File: src/rtl/conv_layer_ctrl.sv
// conv_layer_ctrl: sequences one convolution layer.
// For each input channel it loads the image and then each filter. It drives
// the convolution engine for each map and writes every result to memory.
// When accumulate=1 it first reads back the partial sum and adds it with
// saturation. ReLU is applied on the final channel.
module conv_layer_ctrl #(
    parameter int DATA_W = 16,
    parameter int ADDR_W = 16,
    parameter int CNT_W  = 16
) (
    input  logic              clk,
    input  logic              reset,
    input  logic              start,
    input  logic [CNT_W-1:0]  imgsNumber,
    input  logic [CNT_W-1:0]  imgSize,
    input  logic [ADDR_W-1:0] imgsAddress,
    input  logic [CNT_W-1:0]  filtersNumber,
    input  logic [CNT_W-1:0]  filterSize,
    input  logic [ADDR_W-1:0] filterAddress,
    input  logic [ADDR_W-1:0] outAddress,
    input  logic              accumulate,
    input  logic              relu,
    output logic              loadEnable,
    output logic [ADDR_W-1:0] loadAddr,
    output logic [CNT_W-1:0]  loadSize,
    output logic              loadType,
    input  logic              loadDone,
    output logic              convEnable,
    input  logic              convValid,
    input  logic [DATA_W-1:0] convOut,
    output logic              convReady,
    input  logic              convDone,
    output logic              prevEnable,
    output logic [ADDR_W-1:0] prevAddr,
    input  logic              prevDone,
    input  logic [DATA_W-1:0] prevData,
    output logic              writeEnable,
    output logic [ADDR_W-1:0] writeAddr,
    output logic [DATA_W-1:0] writeOut,
    output logic              busy,
    output logic              done,
    output logic              err
);

    typedef enum logic [2:0] {
        IDLE, LOAD_IMG, LOAD_FLT, CONV, RD_PREV, WRITE, NEXT, FIN
    } state_t;

    state_t state, state_nx;

    logic [1:0]        rst_sync;
    logic              rst_n_i;
    logic [CNT_W-1:0]  cfg_i, cfg_p, cfg_n, cfg_k, i_cnt, o_cnt;
    logic [ADDR_W-1:0] cfg_nn, cfg_kk, cfg_s, cfg_out;
    logic              cfg_acc, cfg_relu;
    logic [ADDR_W-1:0] img_addr, flt_addr, out_base, pix;
    logic [DATA_W-1:0] val_q, sat_sum;
    logic [DATA_W:0]   sum_w;
    logic              pend_done;
    logic [CNT_W-1:0]  div_i, p_calc, r_calc, m_calc;
    logic [ADDR_W-1:0] n_a, k_a, m_a;
    logic              cfg_bad, o_last, i_last, relu_on;

    // Reset asserts asynchronously and is released in step with clk.
    always_ff @(posedge clk or negedge reset) begin
        if (!reset) rst_sync <= '0;
        else        rst_sync <= {rst_sync[0], 1'b1};
    end
    assign rst_n_i = rst_sync[1];

    // Configuration checks and derived sizes, evaluated at start.
    always_comb begin
        div_i   = (imgsNumber == '0) ? CNT_W'(1) : imgsNumber;
        p_calc  = filtersNumber / div_i;
        r_calc  = filtersNumber % div_i;
        cfg_bad = (imgsNumber == '0) || (filtersNumber == '0) || (r_calc != '0) ||
                  (filterSize == '0) || (filterSize > imgSize);
        m_calc  = imgSize - filterSize + CNT_W'(1);
        n_a     = ADDR_W'(imgSize);
        k_a     = ADDR_W'(filterSize);
        m_a     = ADDR_W'(m_calc);
    end

    assign o_last  = (o_cnt == cfg_p - CNT_W'(1));
    assign i_last  = (i_cnt == cfg_i - CNT_W'(1));
    assign relu_on = cfg_relu && (!cfg_acc || i_last);

    // Saturating add of the engine result and the partial sum.
    assign sum_w = {val_q[DATA_W-1], val_q} + {prevData[DATA_W-1], prevData};
    always_comb begin
        if (sum_w[DATA_W] != sum_w[DATA_W-1])
            sat_sum = sum_w[DATA_W] ? {1'b1, {(DATA_W-1){1'b0}}} : {1'b0, {(DATA_W-1){1'b1}}};
        else
            sat_sum = sum_w[DATA_W-1:0];
    end

    // State register.
    always_ff @(posedge clk or negedge rst_n_i) begin
        if (!rst_n_i) state <= IDLE;
        else          state <= state_nx;
    end

    // Datapath: configuration, loop counters, running addresses, result.
    always_ff @(posedge clk or negedge rst_n_i) begin
        if (!rst_n_i) begin
            cfg_i <= '0; cfg_p <= '0; cfg_n <= '0; cfg_k <= '0;
            cfg_nn <= '0; cfg_kk <= '0; cfg_s <= '0; cfg_out <= '0;
            cfg_acc <= 1'b0; cfg_relu <= 1'b0;
            i_cnt <= '0; o_cnt <= '0; pix <= '0;
            img_addr <= '0; flt_addr <= '0; out_base <= '0;
            val_q <= '0; pend_done <= 1'b0; done <= 1'b0; err <= 1'b0;
        end else begin
            case (state)
                IDLE: if (start) begin
                    if (cfg_bad) begin
                        done <= 1'b1;
                        err  <= 1'b1;
                    end else begin
                        done <= 1'b0;
                        err  <= 1'b0;
                        cfg_i <= imgsNumber; cfg_p <= p_calc;
                        cfg_n <= imgSize;    cfg_k <= filterSize;
                        cfg_nn <= n_a * n_a; cfg_kk <= k_a * k_a;
                        cfg_s <= m_a * m_a;  cfg_out <= outAddress;
                        cfg_acc <= accumulate; cfg_relu <= relu;
                        i_cnt <= '0; o_cnt <= '0; pix <= '0;
                        img_addr <= imgsAddress; flt_addr <= filterAddress;
                        out_base <= outAddress; pend_done <= 1'b0;
                    end
                end
                CONV: if (convValid) begin
                    val_q <= convOut;
                    // A convDone arriving with the last result is remembered
                    // so the map closes after that result is written.
                    if (convDone) pend_done <= 1'b1;
                end
                RD_PREV: if (prevDone) val_q <= sat_sum;
                WRITE: pix <= pix + ADDR_W'(1);
                NEXT: begin
                    pix <= '0;
                    pend_done <= 1'b0;
                    flt_addr <= flt_addr + cfg_kk;
                    if (o_last) begin
                        o_cnt <= '0;
                        i_cnt <= i_cnt + CNT_W'(1);
                        img_addr <= img_addr + cfg_nn;
                        out_base <= cfg_acc ? cfg_out : out_base + cfg_s;
                        if (i_last) done <= 1'b1;
                    end else begin
                        o_cnt <= o_cnt + CNT_W'(1);
                        out_base <= out_base + cfg_s;
                    end
                end
                default: ;
            endcase
        end
    end

    // Next-state and output decode.
    always_comb begin
        state_nx    = state;
        loadEnable  = 1'b0;
        loadAddr    = '0;
        loadSize    = '0;
        loadType    = 1'b0;
        convEnable  = 1'b0;
        convReady   = 1'b0;
        prevEnable  = 1'b0;
        prevAddr    = '0;
        writeEnable = 1'b0;
        writeAddr   = '0;
        writeOut    = '0;
        busy        = (state != IDLE) && (state != FIN);
        case (state)
            IDLE: if (start && !cfg_bad) state_nx = LOAD_IMG;
            LOAD_IMG: begin
                loadEnable = 1'b1;
                loadAddr   = img_addr;
                loadSize   = cfg_n;
                if (loadDone) state_nx = LOAD_FLT;
            end
            LOAD_FLT: begin
                loadEnable = 1'b1;
                loadAddr   = flt_addr;
                loadSize   = cfg_k;
                loadType   = 1'b1;
                if (loadDone) state_nx = CONV;
            end
            CONV: begin
                convEnable = 1'b1;
                convReady  = 1'b1;
                if (convValid)
                    state_nx = (cfg_acc && (i_cnt != '0)) ? RD_PREV : WRITE;
                else if (convDone)
                    state_nx = NEXT;
            end
            RD_PREV: begin
                convEnable = 1'b1;
                prevEnable = 1'b1;
                prevAddr   = out_base + pix;
                if (prevDone) state_nx = WRITE;
            end
            WRITE: begin
                convEnable  = 1'b1;
                writeEnable = 1'b1;
                writeAddr   = out_base + pix;
                writeOut    = (relu_on && val_q[DATA_W-1]) ? '0 : val_q;
                state_nx    = pend_done ? NEXT : CONV;
            end
            NEXT: state_nx = o_last ? (i_last ? FIN : LOAD_IMG) : LOAD_FLT;
            FIN:  state_nx = IDLE;
            default: state_nx = IDLE;
        endcase
    end

endmodule

File: config.mk
export PLATFORM = sky130hd
export DESIGN_NAME = conv_layer_ctrl
export DESIGN_NICKNAME = d
export VERILOG_FILES = /design/src/rtl/conv_layer_ctrl.sv
export SDC_FILE = /design/constraint.sdc
export NUM_CORES = 2
export LEC_CHECK = 0
export CAP_MARGIN = 20
export CORE_MARGIN = 4
export CORE_UTILIZATION = 45
export CTS_CLUSTER_DIAMETER = 50
export DETAILED_ROUTE_END_ITERATION = 12
export DONT_BUFFER_PORTS = 1
export PLACE_DENSITY = 0.68
export SYNTH_ARGS = -nofsm -noshare
export SYNTH_HDL_FRONTEND = slang
export SYNTH_SLANG_ARGS = --single-unit
export TNS_END_PERCENT = 30
File: constraint.sdc
create_clock -name clk -period 20.4 [get_ports clk]
set_input_delay 2.04 -clock clk [delete_from_list [all_inputs] [get_ports clk]]
set_output_delay 2.04 -clock clk [all_outputs]
set_load 0.02 [all_outputs]
; Word level (Yosys, flattened, before mapping)
; Cells that the tools add are included.
[word_totals]
output_inout_bits = 89
ff_bits = 250
input_bits = 153
word_cells = 155
[op_classes]
reduce_logical = 34
n_eq_ne = 22
muxes = 58
bitwise_logic = 1
order_cmp = 1
addsub = 12
n_div = 2
mul = 3
[op_table]
columns = op, n
row1 = two-way mux 16 bit, 22
row2 = case mux 16 bit (2 select lines), 8
row3 = "adder 16 x 1 -> 16 bit, second input constant", 4
row4 = adder 16 bit, 4
row5 = logical NOT 16 bit, 3
row6 = multiplier 16 x 16 -> 16 bit, 3
row7 = case mux 16 bit (3 select lines), 1
row8 = equality test 16 bit, 2
row9 = nonzero test 16 bit, 2
row10 = "subtractor 16 x 1 -> 16 bit, second input constant", 2
row11 = two-way mux 3 bit, 9
row12 = case mux 3 bit (8 select lines), 1
row13 = "!= test 2 bit, second input constant", 10
row14 = adder 16 x 16 -> 17 bit, 1
row15 = divider 16 x 16 -> 16 bit, 1
row16 = > comparator 16 bit, 1
row17 = remainder unit 16 x 16 -> 16 bit, 1
row18 = subtractor 16 bit, 1
row19 = two-way mux 1 bit, 15
row20 = "equality test 3 bit, second input constant", 4
row21 = AND reduction 3 bit, 4
row22 = AND reduction 5 bit, 2
row23 = nonzero test 3 bit, 3
row24 = AND reduction 4 bit, 2
row25 = other kinds (15), 27

; Logic depth before layout (Yosys ltp)
[logic_depth]
ltp_word = 11
depth_mapped = 143
ltp_nobuf = 132

; Least setup slack after synthesis
; Ideal clock, no wire load.
[synth_path]
path_kind = input to register
startpoint = input imgsNumber[12]
endpoint = register cfg_p[0]
t_required_ps = 20236
path_slack_ps = -11544
path_stages = 131
arrival_time_ps = 31780
n_path_buf = 18
setup_time_ps = 164
cell_sequence = buf_2 -> or3_1 -> clkbuf_1 -> nor3_1 -> clkbuf_1 -> a31oi_1 -> ha_1 -> nor2_1 -> o41ai_1 -> o31ai_1 -> ha_1 -> nand2_1 -> o21ai_0 -> nand3_1 -> or4_1 -> nand2_1 -> ha_1 -> o21ai_0 -> [... 95 more ...] -> mux2_2 -> ha_1 -> o21ai_0 -> a21oi_1 -> o211a_1 -> a211o_1 -> o22ai_1 -> a21oi_1 -> o41ai_1 -> inv_1 -> o41ai_1 -> nand4_1 -> nand2b_1 -> buf_2 -> clkbuf_1 -> clkbuf_1 -> nand2_1 -> o21ai_0
[synth_via]
elab_chain_len = 9
elab_cells_between_ends = 11
cone_classes = 2 x div / 1 x mux / 1 x bitwise / 7 x reduce/logical
[synth_rtl]
columns = element, line
row1 = "start, declared", 14  ; input logic [CNT_W-1:0] imgsNumber,
row2 = logical NOT 16 bit, "73, 76"
row3 = two-way mux 16 bit, 73  ; div_i = (imgsNumber == '0) ? CNT_W'(1) : imgsNumber;
row4 = remainder unit 16 x 16 -> 16 bit, 75  ; r_calc = filtersNumber % div_i;
row5 = nonzero test 16 bit, 76  ; cfg_bad = (imgsNumber == '0) || (filtersNumber == '0) || (r_calc != '0) ||
row6 = logical OR 1 bit (2 in series), 76
row7 = logical OR 1 bit, 77  ; (filterSize == '0) || (filterSize > imgSize);
row8 = inverter 1 bit (no line), n/a
row9 = AND reduction 3 bit (no line), n/a
row10 = "end signal, assigned", 121  ; cfg_i <= imgsNumber; cfg_p <= p_calc;
row11 = "end, declared", 53  ; logic [CNT_W-1:0] cfg_i, cfg_p, cfg_n, cfg_k, i_cnt, o_cnt;
; Several ways; a longest one is shown, not always the timed one.
; A chain may end at the register's enable or synchronous reset.

; Final worst setup path
[layout_path]
startpoint = input imgsNumber[3]
endpoint = register cfg_nn[8]
[layout_via]
elab_chain_len = 9
elab_cells_between_ends = 10
cone_classes = 1 x div / 1 x mux / 1 x bitwise / 7 x reduce/logical
[layout_rtl]
columns = element, line
row1 = logical NOT 16 bit, "73, 76"
row2 = two-way mux 16 bit, 73
row3 = remainder unit 16 x 16 -> 16 bit, 75
row4 = nonzero test 16 bit, 76
row5 = logical OR 1 bit (*) (2 in series), 76
row6 = logical OR 1 bit (*), 77
row7 = inverter 1 bit (no line) (*), n/a
row8 = AND reduction 3 bit (no line) (*), n/a
row9 = "end signal, assigned", 123  ; cfg_nn <= n_a * n_a; cfg_kk <= k_a * k_a;
row10 = "end, declared", 54  ; logic [ADDR_W-1:0] cfg_nn, cfg_kk, cfg_s, cfg_out;
; Mark *: on every way between the ends. The rest lies on a longest branch, timed or not.

==> reports/qor.csv <==
metric,value,unit
relative slew slack,34.5,%
leakage power,22.5,nW
Compound-Gate Fraction of Synth Area,20.8,%
Power Total,6.00,mW
nets,5807,
die height,283,microns
DRT Wirelength,124,mm
Clock Tree Root,clkbuf_16,
asr flop ratio synth,100,%
synth-to-layout area growth,37.6,%
Yosys Warn Count,0,
Main synth FF type,dfrtp_1,
layout cells sized above 1,29.5,%
setup ws final,-7.20,ns
WHS,0.346,ns
Port-buffer cells,0,
Die W,283,microns
setup violators final,225,
DR iter-0 viols,3187,
"Avg Cell Area, Syn",7.96,sq um
crit path from,imgsNumber[3],
"EDFF count, synth",0,
xor and xnor area share after synthesis,7.00,%
FF-to-FF Start,cfg_p[3],
clock slew at reported path FFs,0.06,ns
Syn Std Cell Area,33900,sq um
DRC,0,
Clock Latency Late Sink,0.56,ns
Core Area,74600,sq um
mux contribution to synthesized area,1.41,%
DR vias,35400,
final core occ,62.6,%
Worst Clk Skew,0.0189,ns
Final Hold Fails,0,
R2R depth,15,
Synth Net Count,5011,
I/O pins,242,
Synth cell types,88,
final slew viol count,0,
WHS Path Cells,0,
slowest cell delay on critical path,0.57,ns
Starting Density,45.5,%
RD Place Congestion,0.976,
GRT Total Usage,29.1,%
CTS buffer count,37,
final antenna-violating net count,0,
CP max stage cell,or4_4,
CP dominant cell by count,buf_4,
first-pass GRT wire length,187,mm
pin count of the biggest net entering global routing,73,
PwrDens,128,nW/um^2
Worst Hold Class,reg -> reg,
worst vdd ir,0.315,mV
post-synthesis sequential area ratio,18.1,%
startpoint types,primary input,
via/cell ratio,5.85,
CTS max path bufs,3,
full die area,79800,sq um
diode count,0,
Fmax,36.2,MHz
"leading cell type in the layout, fill and taps excluded",buf_4,
Critical Path AT,28.03,ns
worst hold start,rst_sync[0],
Least-Margin Pin Slew,0.978,ns
"Period Utilization, post-route",135,%
"flops & latches, synth",245,
RSZ-0062 raised after global routing,true,
"Max FO, Critical Path",10,
critical path class,in -> reg,
Synth Area in Simple Gates,18.6,%
post-synthesis cell count,4264,
Post-DP HPWL,88.2,mm
DR WL/cell,20.4,microns
hold_buf cts,0,
row cnt,100,
"leading cell types in the layout, fill and taps excluded","buf_4 (808), inv_1 (509), nand2_1 (424)",
DRT Pass-1 Iters,8,
vias in the first global route,34700,
CP endpoint kind,flip-flop,
Worst EP required,20.83,ns
grt total ovfl,0,
violated checks,negative setup slack,
initial antenna violation count,0,
TritonCTS clock tree,built,
outcome,"complete, but fails checks",
clk sinks,245,
Tmin final,27.60,ns
H-tree level count,2,
max cap viols,0,
largest family of logic cells by synthesized area,adder cells,
Synth Area in Adders,26.6,%
-- worst paths after layout --
path | to | slack, ns
max in group asynchronous | o_cnt[0] | 17.97
min in group asynchronous | flt_addr[2] | 0.47
max | cfg_nn[8] | -7.20
min reg2reg | rst_sync[1] | 0.35
max reg2reg | i_cnt[2] | 15.57
min | rst_sync[1] | 0.35
-- routing by layer --
metal	vias up	GRT usage (%)	part of all wire [%]
met5	-	0	0
met4	0	12.0	5.6
met3	476	4.72	8.0
met2	1598	48.4	46
met1	17000	38.0	41
li1	16400	-	-
-- kinds of logic after synthesis --
| family | count (synthesis) |
|---|---|
| compound gates | 1080 |
| xor+xnor | 271 |
| fa+ha+maj | 594 |
| buf+inv | 672 |
| flops | 245 |
| mux | 45 |
| other cells | 1 |
| simple gates | 1356 |
-- through the flow --
stage               cells  setup WS, ns  TNS [ns]  cell area (sq um)
global placement     5727         -7.37  -1613.10              40300
global route         6055         -7.93  -1756.85              46700
detailed placement   5727         -8.01  -1739.75              40300
floorplan            4264         -6.81  -1514.51              34900
CTS                  6002         -6.06  -1333.19              44800
finish               6055         -7.20  -1589.61              46700
-- state kept, by name, summed over array words and instances, names as in the netlist, 2 cells and up --
| signal | flops |
|---|---|
| cfg_i | 16 |
| cfg_k | 16 |
| cfg_n | 16 |
| cfg_out | 16 |
| cfg_p | 16 |
| flt_addr | 16 |
| i_cnt | 16 |
| img_addr | 16 |
| o_cnt | 16 |
| out_base | 16 |
| pix | 16 |
| val_q | 16 |
| cfg_s | 15 |
| cfg_kk | 14 |
| cfg_nn | 14 |
| state | 3 |
| rst_sync | 2 |
-- worst max-delay path: cells and delay by family --
kind | cells | cell delay [ns]
fa+ha+maj | 13 | 3.68
compound gates | 47 | 9.67
buf+inv | 38 | 5.06
simple gates | 43 | 7.55
-- repair_timing --
item	CTS	global route
gates cloned	18	8
pin swaps	126	110
gates resized for setup	317	306
endpoints found under the setup margin	225	225
buffers inserted	195	52
-- synthesized netlist by cell type, types with 77 or more instances --
cell type  instances  share of area [%]
nor2_1           318                3.5
inv_1            517                5.7
clkbuf_1         120                1.3
xnor2_1          205                5.3
nand3_1           91                1.3
dfrtp_1          245                 18
ha_1             383                 14
o21ai_0          259                3.8
o21bai_1          77                1.7
nand2_1          508                5.6
a21oi_1          287                4.2
fa_1             211                 12
-- report_power, final --
part	leakage [nW]	switching, mW	internal [mW]
combinational	18.6	2.65	1.99
sequential	3.25	0.116	0.566
clock	0.636	0.253	0.422
total	22.5	3.02	2.98
-- area by class of cell --
type                            count  area [sq um]
Clock buffer                       45          1020
Timing Repair Buffer              905          7670
Tap cell                          969          1210
Inverter                          520          1960
Sequential cell                   245          6130
Multi-Input combinational cell   3351         28400
Clock inverter                     20           277
Fill cell                        5959         27900
No activity file was read; power rests on OpenSTA's default activity.
